$ cat config.mk
export PLATFORM = sky130hd
export DESIGN_NAME = gray_code_counter_8_bit
export DESIGN_NICKNAME = d
export VERILOG_FILES = /design/src/rtl/gray_code_counter_8_bit.sv
export SDC_FILE = /design/constraint.sdc
export NUM_CORES = 1
export LEC_CHECK = 0
export CORE_ASPECT_RATIO = 1.5
export CORE_MARGIN = 4
export CORE_UTILIZATION = 45
export DETAILED_ROUTE_END_ITERATION = 6
export DONT_BUFFER_PORTS = 1
export PLACE_DENSITY = 0.69
export REMOVE_ABC_BUFFERS = 1
export SLEW_MARGIN = 20
export SYNTH_ARGS = -nofsm -noshare
export SYNTH_HDL_FRONTEND = slang
export SYNTH_SLANG_ARGS = --single-unit
$ cat constraint.sdc
create_clock -name Clk_In -period 2.5 [get_ports Clk_In]
set_input_delay 0.125 -clock Clk_In [delete_from_list [all_inputs] [get_ports Clk_In]]
set_output_delay 0.125 -clock Clk_In [all_outputs]
set_load 0.01 [all_outputs]
$ cat src/rtl/gray_code_counter_8_bit.sv
// Up/down counter with registered binary and Gray outputs that always change together.
// Gray-coded parallel load, optional saturation at the ends, and a one-cycle wrap pulse.
module gray_code_counter_8_bit #(
   parameter int WIDTH    = 8,
   parameter int SATURATE = 0
) (
   input  logic             Clk_In,
   input  logic             Reset_N_In,
   input  logic             Clear_In,
   input  logic             Load_In,
   input  logic [WIDTH-1:0] Load_Gray_Data_In,
   input  logic             Enable_In,
   input  logic             Up_Down_In,
   output logic [WIDTH-1:0] Binary_Count_Out,
   output logic [WIDTH-1:0] Gray_Count_Out,
   output logic             Terminal_Count_Out,
   output logic             Wrap_Pulse_Out
);

   logic [WIDTH-1:0] binary_q;
   logic [WIDTH-1:0] gray_q;
   logic             wrap_q;
   logic [WIDTH-1:0] load_binary;
   logic [WIDTH-1:0] next_binary;
   logic [WIDTH-1:0] next_gray;
   logic             at_max;
   logic             at_min;
   logic             at_end;

   // Gray-to-binary: binary bit i is the XOR of all Gray bits from i upward.
   always_comb begin
      load_binary = '0;
      for (int i = 0; i < WIDTH; i++) begin
         load_binary[i] = ^(Load_Gray_Data_In >> i);
      end
   end

   always_comb begin
      at_max      = &binary_q;
      at_min      = ~|binary_q;
      at_end      = Up_Down_In ? at_max : at_min;
      next_binary = Up_Down_In ? (binary_q + WIDTH'(1)) : (binary_q - WIDTH'(1));
      next_gray   = next_binary ^ (next_binary >> 1);
   end

   always_ff @(posedge Clk_In or negedge Reset_N_In) begin
      if (!Reset_N_In) begin
         binary_q <= '0;
         gray_q   <= '0;
         wrap_q   <= 1'b0;
      end else if (Clear_In) begin
         binary_q <= '0;
         gray_q   <= '0;
         wrap_q   <= 1'b0;
      end else if (Load_In) begin
         binary_q <= load_binary;
         gray_q   <= Load_Gray_Data_In;
         wrap_q   <= 1'b0;
      end else if (Enable_In) begin
         // In saturate mode a step past either end is simply dropped.
         if (at_end && (SATURATE != 0)) begin
            wrap_q <= 1'b0;
         end else begin
            binary_q <= next_binary;
            gray_q   <= next_gray;
            wrap_q   <= at_end;
         end
      end else begin
         wrap_q <= 1'b0;
      end
   end

   assign Binary_Count_Out   = binary_q;
   assign Gray_Count_Out     = gray_q;
   assign Wrap_Pulse_Out     = wrap_q;
   assign Terminal_Count_Out = at_end;

endmodule

After elaboration in Yosys (flattened, before gate mapping)
Cells that the tools add are included.
{"block": "totals", "out_inout_bits": 18, "input_bits": 14, "register_bits": 17, "elab_cells": 29}
{"block": "op_classes", "mux": 11, "n_addsub": 2, "bitwise_logic": 1, "n_reduce_logical": 12}
{"operator": "$reduce_xor A8 Y1", "n": 8}
{"operator": "$mux W8", "n": 7}
{"operator": "$add A8 B1 Y8 const B", "n": 1}
{"operator": "$reduce_and A8 Y1", "n": 1}
{"operator": "$reduce_or A8 Y1", "n": 1}
{"operator": "$sub A8 B1 Y8 const B", "n": 1}
{"operator": "$xor A8 B7 Y8", "n": 1}
{"operator": "$mux W1", "n": 4}
{"operator": "$reduce_bool A3 Y1", "n": 1}
{"operator": "$logic_not A1 Y1", "n": 1}

Depth between registers and ports, before layout
Gate-level depths: netlist (run 1).
{"block": "logic_depth", "word_depth": 6, "mapped_depth": 8, "depth_no_buf": 7}

Worst setup path after synthesis (run 1)
No wires, ideal clock.
{"block": "synth_path", "path_kind": "reg2reg", "from": "register binary_q[5] (netlist: Binary_Count_Out[5])", "to": "register gray_q[5] (netlist: Gray_Count_Out[5])", "setup_ps": 87, "path_slack_ps": 463, "t_required_ps": 2413, "synth_period_minus_slack_ps": 2037, "path_buffers": 0, "arrival_time_ps": 1951, "path_stages_with_launch": 7, "path_cell_list": "dfrtp_1 > ha_1 > or3b_2 > o21ai_0 > or4b_1 > a21o_1 > o211ai_1"}
{"block": "synth_via", "elab_chain_cells": 6, "word_cells_on_any_way": 7, "cone_classes": "2 x add/sub; 4 x mux; 1 x bitwise"}
{"item": "start: declaration", "line_no": "20", "rtl": "logic [WIDTH-1:0] binary_q;"}
{"item": "start signal: assignment", "line_no": "56", "rtl": "binary_q <= load_binary;"}
{"item": "start signal: assignment", "line_no": "64", "rtl": "binary_q <= next_binary;"}
{"item": "$sub A8 B1 Y8 / $add A8 B1 Y8 (equally long branches)", "line_no": "42", "rtl": "next_binary = Up_Down_In ? (binary_q + WIDTH'(1)) : (binary_q - WIDTH'(1));"}
{"item": "$mux W8 *", "line_no": "42"}
{"item": "$xor A8 B7 Y8 *", "line_no": "43", "rtl": "next_gray = next_binary ^ (next_binary >> 1);"}
{"item": "$mux W8 *", "line_no": "59", "rtl": "end else if (Enable_In) begin"}
{"item": "$mux W8 *", "line_no": "55", "rtl": "end else if (Load_In) begin"}
{"item": "$mux W8 *", "line_no": "51", "rtl": "end else if (Clear_In) begin"}
{"item": "end signal: assignment", "line_no": "57", "rtl": "gray_q <= Load_Gray_Data_In;"}
{"item": "end signal: assignment", "line_no": "65", "rtl": "gray_q <= next_gray;"}
{"item": "end: declaration", "line_no": "21", "rtl": "logic [WIDTH-1:0] gray_q;"}
Every way passes the cells marked *; elsewhere a longest branch is shown, timed or not. The select of a mux whose other input is x is not followed.
A chain may end at the register's enable or synchronous reset.

Worst setup path in the final report (run 1)
{"block": "layout_path", "from": "register binary_q[4] (netlist: Binary_Count_Out[4])", "to": "register gray_q[5] (netlist: Gray_Count_Out[5])"}
Same word-level chain as after synthesis.

==> impl_metrics.csv, run 1 <==
group,metric,value,unit
finish,nNetsFinal,182,
global_routing,antenna_found_initial,0,
finish,syn2layout_area_growth,9.82,%
timing,fmax,0.442,GHz
floorplanning,num_rows,24,
floorplanning,dieArea,4060,um2
finish,diodes,0,
finish,seqCellArea,400,um2
clock_network,clock-sinks,16,
timing,holdWs,0.0200,ns
clock_network,cts.reportedPaths.clkPinSlew,0.07,ns
global_routing,grt_pass1_wl,5870,um
global_routing,grt_usage,0.192,
place,port_buffers,0,
place,dpl.hpwl,2660,um
setup_path,r2r_end,"Gray_Count_Out[5]",
setup_path,cp_max_fo,8,
floorplanning,floorplan.initialDensity,0.472,
global_routing,grt_pass1_vias,1202,
finish,fillers,305,
setup_path,slowest_delay,0.60,ns
route,drt-total-wl,3660,um
finish,multi_input_area,918,um2
setup_path,ff2ff_path_depth,6,
clock_network,cts_tree,"done",
power,p_per_area,672,nW/um2
power,vdd_ir_drop_max,482,uV
timing,finalSetupTns,0,ns
setup_path,cp.arrival,2.43,ns
synthesis,synth_mux_area_frac,0.0225,
timing,max-slew-margin-rel,0.472,
setup_path,rr_startpoint,"Binary_Count_Out[4]",
floorplanning,core,2940,um2
clock_network,cts_root_buffer,"clkbuf_8",
synthesis,netlist_instances,157,
floorplanning,die_height,76.0,um
setup_path,cp_slowest_cell,"or4b_1",
hold_path,holdCritPathClass,"primary input to register",
place,dp.cells,190,
power,p_leak,0.690,nW
route,drt_iter0_drc,68,
timing,finalClockSkew,0.00407,ns
job,maxCapViolations,0,
clock_network,cts_setup_buffers,0,
synthesis,yosys.area_share.xor_xnor,0.165,
synthesis,synth-main-ff-cell,"dfrtp_1",
synthesis,synth_cell_types,46,
clock_network,clk_path_buf_depth,2,
floorplanning,io_pins,32,
clock_network,clock_latency,0.25,ns
place,placed_area,1420,um2
finish,drive_above_1_share,0.0813,
synthesis,synth_edf_count,0,
synthesis,synthArstFlopShare,1.00,
finish,final_common_cell,"nor2_1",
place,gp_congestion,1.02,
timing,timing.final.crit_share,0.904,
hold_path,whs_path_depth,2,
timing,hold_viol,0,
setup_path,required,2.66,ns
floorplanning,fp.dieW,53.4,um
global_routing,overflow,0,
hold_path,holdPathEnd,"Gray_Count_Out[3]",
synthesis,synth-seq-area-share,0.288,
synthesis,synth_area,1390,um2
setup_path,path_class,"register to register",
route,drt-pass1-iter-count,4,
timing,setup_ws,0.239,ns
synthesis,synth-seq-cells,16,
synthesis,synth_compound_gate_area_share,0.232,
clock_network,cts_max_level,1,
timing,grt_setup_unrepaired,"false",
finish,final_cell_mix,"nor2_1, dfrtp_1, a21oi_1",
setup_path,cp-end-kind,"register",
synthesis,synth_top_family_by_area,"compound AO/OA/AOI/OAI gates",
finish,fin_cells,199,
setup_path,cp_cell_sequence,"ha_1 > or3b_2 > o21ai_0 > or4b_1 > a21o_1 > o211ai_1",
synthesis,avgSynthCellArea,8.85,um2
setup_path,startpoint_type,"register",
timing,fin_crit,2.26,ns
clock_network,cts_made_buffers,3,
outcome,status,"finished clean",
timing,setup_viol,0,
synthesis,synth_fa_ha_area_frac,0.0685,
route,drc,0,
place,dp_slack,0.295,ns
global_routing,grt_max_degree,19,
synthesis,yosysWarningCount,0,
timing,worstMarginPinSlew,0.789,ns
route,ant_nets,0,
setup_path,timing.reg2reg.setup_slack,0.24,ns
synthesis,synth_simple_gate_area_frac,0.173,
power,total_power,1.03,mW
route,vias,1225,
timing,slew_violations,0,
route,wl_per_cell,18.4,um
finish,design_area,1530,um2
hold_path,min_from,"Load_Gray_Data_In[3]",
finish,finish.utilization,0.518,
route,via_per_inst,6.16,
-- report_power, final --
part / internal (mW) / switching, mW
sequential: 0.293 / 0.0486
clock: 0.140 / 0.0951
combinational: 0.222 / 0.226
-- cell type report --
type | instances | share of cell area
clock buffer | 4 | 0.0361
inverter | 8 | 0.0197
multi-input combinational | 124 | 0.602
sequential | 16 | 0.263
tap | 39 | 0.0320
timing repair buffer | 8 | 0.0476
-- cells in the mapped netlist, types with 3 or more instances --
master	count	area, um2
nor2_1	18	67.6
dfrtp_1	16	400
a21oi_1	10	50.1
nand2_1	9	33.8
a211oi_1	8	60.1
inv_1	8	30.0
o21ai_0	7	35.0
xnor2_1	7	61.3
ha_1	6	75.1
nand3_1	6	30.0
a21o_1	4	30.0
clkbuf_1	4	15.0
o2111ai_1	4	35.0
xor2_1	4	35.0
nor2b_1	3	18.8
nor3_1	3	15.0
o211ai_1	3	22.5
xnor3_1	3	67.6
-- repair_timing --
| action | in CTS | in global routing |
|---|---|---|
| gates resized for setup | 0 | 0 |
| hold buffers | 5 | 0 |
| hold endpoints to repair | 27 | 0 |
-- registers in the layout, summed over array words and instances, names as in the netlist --
register,flops
Binary_Count_Out,7
Wrap_Pulse_Out,1
Gray_Count_Out,8
-- per-layer routing --
layer	vias up	part of all wire	global-route usage
li1	584	-	-
met3	8	0.092	0.0489
met4	0	0.025	0.0767
met1	573	0.40	0.249
met5	-	0	0
met2	60	0.49	0.296
-- critical path: cells and delay by family, from the launching register on --
family,cells,cell delay (ns)
fa+ha+maj,1,0.47
compound gates,3,0.47
flops,1,0.47
simple gates,2,0.77
-- worst max-delay path by stage --
stage	end	slack [ns]	depth (start not counted)	startpoint
after global placement	Gray_Count_Out[5]	0.35	6	Binary_Count_Out[5]
after detailed placement	Gray_Count_Out[5]	0.29	6	Binary_Count_Out[5]
final	Gray_Count_Out[5]	0.24	6	Binary_Count_Out[4]
after global routing	Gray_Count_Out[5]	0.17	6	Binary_Count_Out[3]
after floorplan	Gray_Count_Out[5]	0.46	6	Binary_Count_Out[5]
after CTS	Gray_Count_Out[5]	0.27	6	Binary_Count_Out[5]
-- cells by family (layout without fill, tap and decap cells) --
group | Yosys count | after routing
DFF | 16 | 16
adders and majority gates | 7 | 7
and+or+nand+nor | 50 | 50
AOI/OAI and AO/OA | 47 | 47
xor gates and xnor gates | 17 | 17
buffers and inverters | 17 | 20
muxes | 3 | 3
(Power assumes the default switching activity.)
==> run 2: changes to the inputs <==
- CORE_MARGIN: 4 -> default
- CTS_BUF_LIST: default -> sky130_fd_sc_hd__clkbuf_4
==> impl_metrics.csv, run 2 (synthesis gave the netlist of run 1 again) <==
group,metric,value,unit
setup_path,timing.reg2reg.setup_slack,0.32,ns
route,drt-pass1-iter-count,4,
finish,nNetsFinal,188,
clock_network,cts_max_level,1,
hold_path,whs_path_depth,2,
hold_path,holdCritPathClass,"primary input to register",
clock_network,ctsResizeCount,0,
timing,hold_viol,0,
global_routing,overflow,0,
clock_network,cts.reportedPaths.clkPinSlew,0.10,ns
clock_network,cts_tree,"done",
finish,largest_register_ffs,8,
floorplanning,floorplan.initialDensity,0.477,
timing,max-slew-margin-rel,0.457,
floorplanning,num_rows,24,
clock_network,clk_path_buf_depth,2,
timing,grt_setup_unrepaired,"false",
finish,fillers,296,
floorplanning,die_height,70.0,um
timing,fmax,0.458,GHz
route,drt-total-wl,3670,um
global_routing,grt_max_degree,18,
floorplanning,fp.dieW,47.4,um
global_routing,busiest_layer,"met2",
route,ant_nets,0,
timing,setup_viol,0,
clock_network,cts_setup_buffers,0,
place,port_buffers,0,
global_routing,grt_pass1_vias,1298,
outcome,status,"finished clean",
route,via_per_inst,6.11,
timing,finalClockSkew,0.00204,ns
route,wl_per_cell,18.0,um
power,p_per_area,608,nW/um2
global_routing,grt_pass1_wl,6010,um
global_routing,antenna_found_initial,0,
finish,finish.utilization,0.531,
setup_path,path_class,"register to register",
finish,syn2layout_area_growth,11.4,%
setup_path,cp.arrival,2.40,ns
finish,final_common_cell,"nor2_1",
finish,seqCellArea,400,um2
setup_path,crit_buf_inv,0,
floorplanning,dieArea,3320,um2
setup_path,cp_top_family,"simple AND/OR/NAND/NOR gates",
finish,final_cell_mix,"nor2_1, dfrtp_1, a21oi_1",
setup_path,startpoint_type,"register",
setup_path,cp_max_fo,8,
setup_path,cp-end-kind,"register",
clock_network,clock-sinks,16,
route,drc,0,
finish,multi_input_area,918,um2
clock_network,cts_root_buffer,"clkbuf_4",
place,dpl.hpwl,2670,um
route,drt_iter0_drc,51,
global_routing,globalRouteMet1Util,0.317,
floorplanning,core,2910,um2
setup_path,cp_slowest_cell,"or4b_1",
clock_network,cts_made_buffers,3,
power,p_leak,0.702,nW
clock_network,clock_latency,0.30,ns
floorplanning,io_pins,32,
setup_path,worstSetupPathDepth,6,
place,gp_congestion,0.888,
global_routing,grt_use_met3,0.0336,
global_routing,grt_util_met2,0.420,
setup_path,ff2ff_path_depth,6,
setup_path,required,2.72,ns
setup_path,cp_cell_sequence,"ha_1 > or3b_2 > o21ai_0 > or4b_1 > a21o_1 > o211ai_1",
timing,timing.final.crit_share,0.873,
timing,worstMarginPinSlew,0.811,ns
timing,fin_crit,2.18,ns
finish,drive_above_1_share,0.0848,
setup_path,slowest_delay,0.61,ns
finish,diodes,0,
global_routing,grt_usage,0.252,
timing,finalSetupTns,0,ns
power,vdd_ir_drop_max,357,uV
timing,slew_violations,0,
route,vias,1247,
job,maxCapViolations,0,
run 2: changes by cell type in the layout (fill, tap and decap cells not counted), sizes merged:
cell / change
dlygate4sd3: +4
buf: +2
clkbuf: -1
run 2: area by class of cell:
cell class,count,share of cell area
Multi-Input combinational cell,124,0.593
Clock buffer,3,0.0146
Timing Repair Buffer,14,0.0825
Inverter,8,0.0194
Tap cell,39,0.0315
Sequential cell,16,0.259
run 2: where the power goes:
part | switching (mW) | internal [mW] | leakage [nW]
logic | 0.229 | 0.230 | 0.480
clock network | 0.0919 | 0.0562 | 0.0138
registers | 0.0417 | 0.293 | 0.208
total | 0.362 | 0.579 | 0.702
run 2: routing by layer:
| layer | wire, um | part of all wire |
|---|---|---|
| met5 | 0 | 0 |
| met4 | 62 | 0.017 |
| met3 | 256 | 0.070 |
| met2 | 1910 | 0.52 |
| met1 | 1440 | 0.39 |
run 2: worst paths after layout:
kind	end	start
setup / recovery	Gray_Count_Out[5]	Binary_Count_Out[4]
hold / removal	Wrap_Pulse_Out	Enable_In
setup reg to reg	Gray_Count_Out[5]	Binary_Count_Out[4]
hold reg to reg	Gray_Count_Out[5]	Gray_Count_Out[5]
max in group asynchronous	Gray_Count_Out[0]	Reset_N_In
min in group asynchronous	Gray_Count_Out[7]	Reset_N_In
run 2: what timing repair did:
item,4_1_cts,5_1_grt
hold buffers,9,0
endpoints found under the setup margin,0,0
hold endpoints to repair,29,0
run 2: through the flow:
step	cell area, um2	setup WS [ns]	hold slack [ns]	power, mW	cells
5_1_grt	1550	0.150	0.0113	0.997	204
3_5_place_dp	1440	0.345	-0.170	0.772	192
3_3_place_gp	1440	0.401	-0.170	0.761	192
2_1_floorplan	1350	0.463	-0.171	0.682	148
6_report	1550	0.318	0.00378	0.942	204
4_1_cts	1550	0.323	0.00548	0.939	204
==> run 3: changes to the inputs <==
- clock period: 2.5 -> 2.8 ns (I/O delays scaled with it)
==> impl_metrics.csv, run 3 (synthesis gave the netlist of run 1 again) <==
group,metric,value,unit
hold_path,holdCritPathClass,"primary input to register",
global_routing,grt_pass1_wl,6290,um
finish,syn2layout_area_growth,7.57,%
setup_path,timing.reg2reg.setup_slack,0.52,ns
global_routing,antenna_found_initial,0,
power,p_int,0.506,mW
global_routing,grt_max_degree,18,
route,drt-total-wl,3650,um
place,dpl.hpwl,2670,um
timing,finalSetupTns,0,ns
power,vdd_ir_drop_max,336,uV
power,p_leak,0.670,nW
clock_network,cts_made_buffers,3,
setup_path,cp_cell_sequence,"inv_1 > fa_1 > nor2b_1 > o2111ai_1 > a211o_1 > a21oi_1 > o41ai_1",
clock_network,cts.reportedPaths.clkPinSlew,0.10,ns
floorplanning,floorplan.initialDensity,0.477,
clock_network,cts_tree,"done",
timing,holdWs,-0.0105,ns
outcome,status,"complete, but fails checks",
route,drt-pass1-iter-count,4,
timing,setup_viol,0,
floorplanning,io_pins,32,
setup_path,worstSetupPathDepth,7,
finish,drive_above_1_share,0.0566,
finish,final_cell_mix,"nor2_1, dfrtp_1, a21oi_1",
power,p_seq_frac,0.379,
timing,timing.final.crit_share,0.813,
timing,max-slew-margin-rel,0.480,
clock_network,clock-sinks,16,
floorplanning,dieArea,3320,um2
power,clkPwrFrac,0.164,
finish,final_common_cell,"nor2_1",
timing,fmax,0.439,GHz
route,via_per_inst,6.13,
clock_network,ctsResizeCount,0,
setup_path,required,2.98,ns
setup_path,ff2ff_path_depth,7,
clock_network,cts_setup_buffers,0,
floorplanning,num_rows,24,
finish,largest_register_ffs,8,
route,wl_per_cell,18.4,um
power,p_per_area,561,nW/um2
finish,nNetsFinal,181,
setup_path,slowest_delay,0.58,ns
setup_path,cp_top_family,"compound AO/OA/AOI/OAI gates",
floorplanning,fp.dieW,47.4,um
floorplanning,die_height,70.0,um
timing,worstMarginPinSlew,0.778,ns
setup_path,path_class,"register to register",
global_routing,grt_usage,0.260,
clock_network,cts_max_level,1,
route,vias,1213,
clock_network,cts_root_buffer,"clkbuf_4",
timing,fin_crit,2.28,ns
global_routing,grt_pass1_vias,1317,
finish,diodes,0,
timing,grt_setup_unrepaired,"false",
route,ant_nets,0,
outcome,failed_checks,"negative hold slack",
route,drc,0,
route,drt_iter0_drc,40,
clock_network,clock_latency,0.30,ns
timing,hold_viol,1,
setup_path,crit_buf_inv,1,
power,p_sw_frac,0.397,
place,gp_congestion,0.822,
hold_path,whs_path_depth,2,
finish,finish.utilization,0.513,
floorplanning,core,2910,um2
place,port_buffers,0,
setup_path,cp_slowest_cell,"dfrtp_1",
setup_path,cp.arrival,2.46,ns
clock_network,clk_path_buf_depth,2,
power,combPwrFrac,0.458,
power,switching_power,0.332,mW
setup_path,cp_max_fo,8,
job,maxCapViolations,0,
global_routing,overflow,0,
setup_path,cp-end-kind,"register",
timing,finalClockSkew,0.00178,ns
timing,slew_violations,0,
setup_path,startpoint_type,"register",
-- run 3: timing repair --
| item | 4_1_cts | 5_1_grt |
|---|---|---|
| endpoints found under the hold margin | 28 | 0 |
| setup endpoints to repair | 0 | 0 |
| hold buffers | 7 | 0 |
-- run 3: path summary, 6_finish.rpt --
check / from / end
max: Binary_Count_Out[0] / Binary_Count_Out[6]
min: Load_Gray_Data_In[3] / Gray_Count_Out[3]
max reg2reg: Binary_Count_Out[0] / Binary_Count_Out[6]
min reg2reg: Gray_Count_Out[6] / Gray_Count_Out[6]
max in group asynchronous: Reset_N_In / Binary_Count_Out[4]
min in group asynchronous: Reset_N_In / Binary_Count_Out[6]
-- run 3: power groups by stage --
stage / logic (mW) / clock network (mW) / registers, mW
2_1_floorplan: 0.300 / 0 / 0.309
3_3_place_gp: 0.345 / 0 / 0.321
3_5_place_dp: 0.357 / 0 / 0.322
4_1_cts: 0.379 / 0.134 / 0.318
5_1_grt: 0.419 / 0.144 / 0.323
6_report: 0.384 / 0.137 / 0.317
-- run 3: final cells by class --
cell class / count / area [um2]
fill: 280 / 1420
multi-input combinational: 124 / 918
inverter: 8 / 30.0
clock buffer: 3 / 22.5
clock inverter: 1 / 3.75
timing repair buffer: 7 / 70.1
tap: 39 / 48.8
sequential: 16 / 400
-- run 3: per-stage QoR --
step	instances	hold WS (ns)	power, mW	instance area, um2	setup slack, ns
4_1_cts	198	0.00104	0.831	1490	0.520
2_1_floorplan	148	-0.156	0.609	1350	0.763
6_report	198	-0.0105	0.838	1490	0.523
3_3_place_gp	187	-0.155	0.666	1400	0.640
5_1_grt	198	0.00312	0.887	1490	0.336
3_5_place_dp	187	-0.155	0.680	1400	0.556
-- run 3: metal layers --
layer,part of all wire,global-route usage
met1,0.41,0.328
met2,0.51,0.422
met3,0.055,0.0413
met4,0.026,0.105
met5,0,0
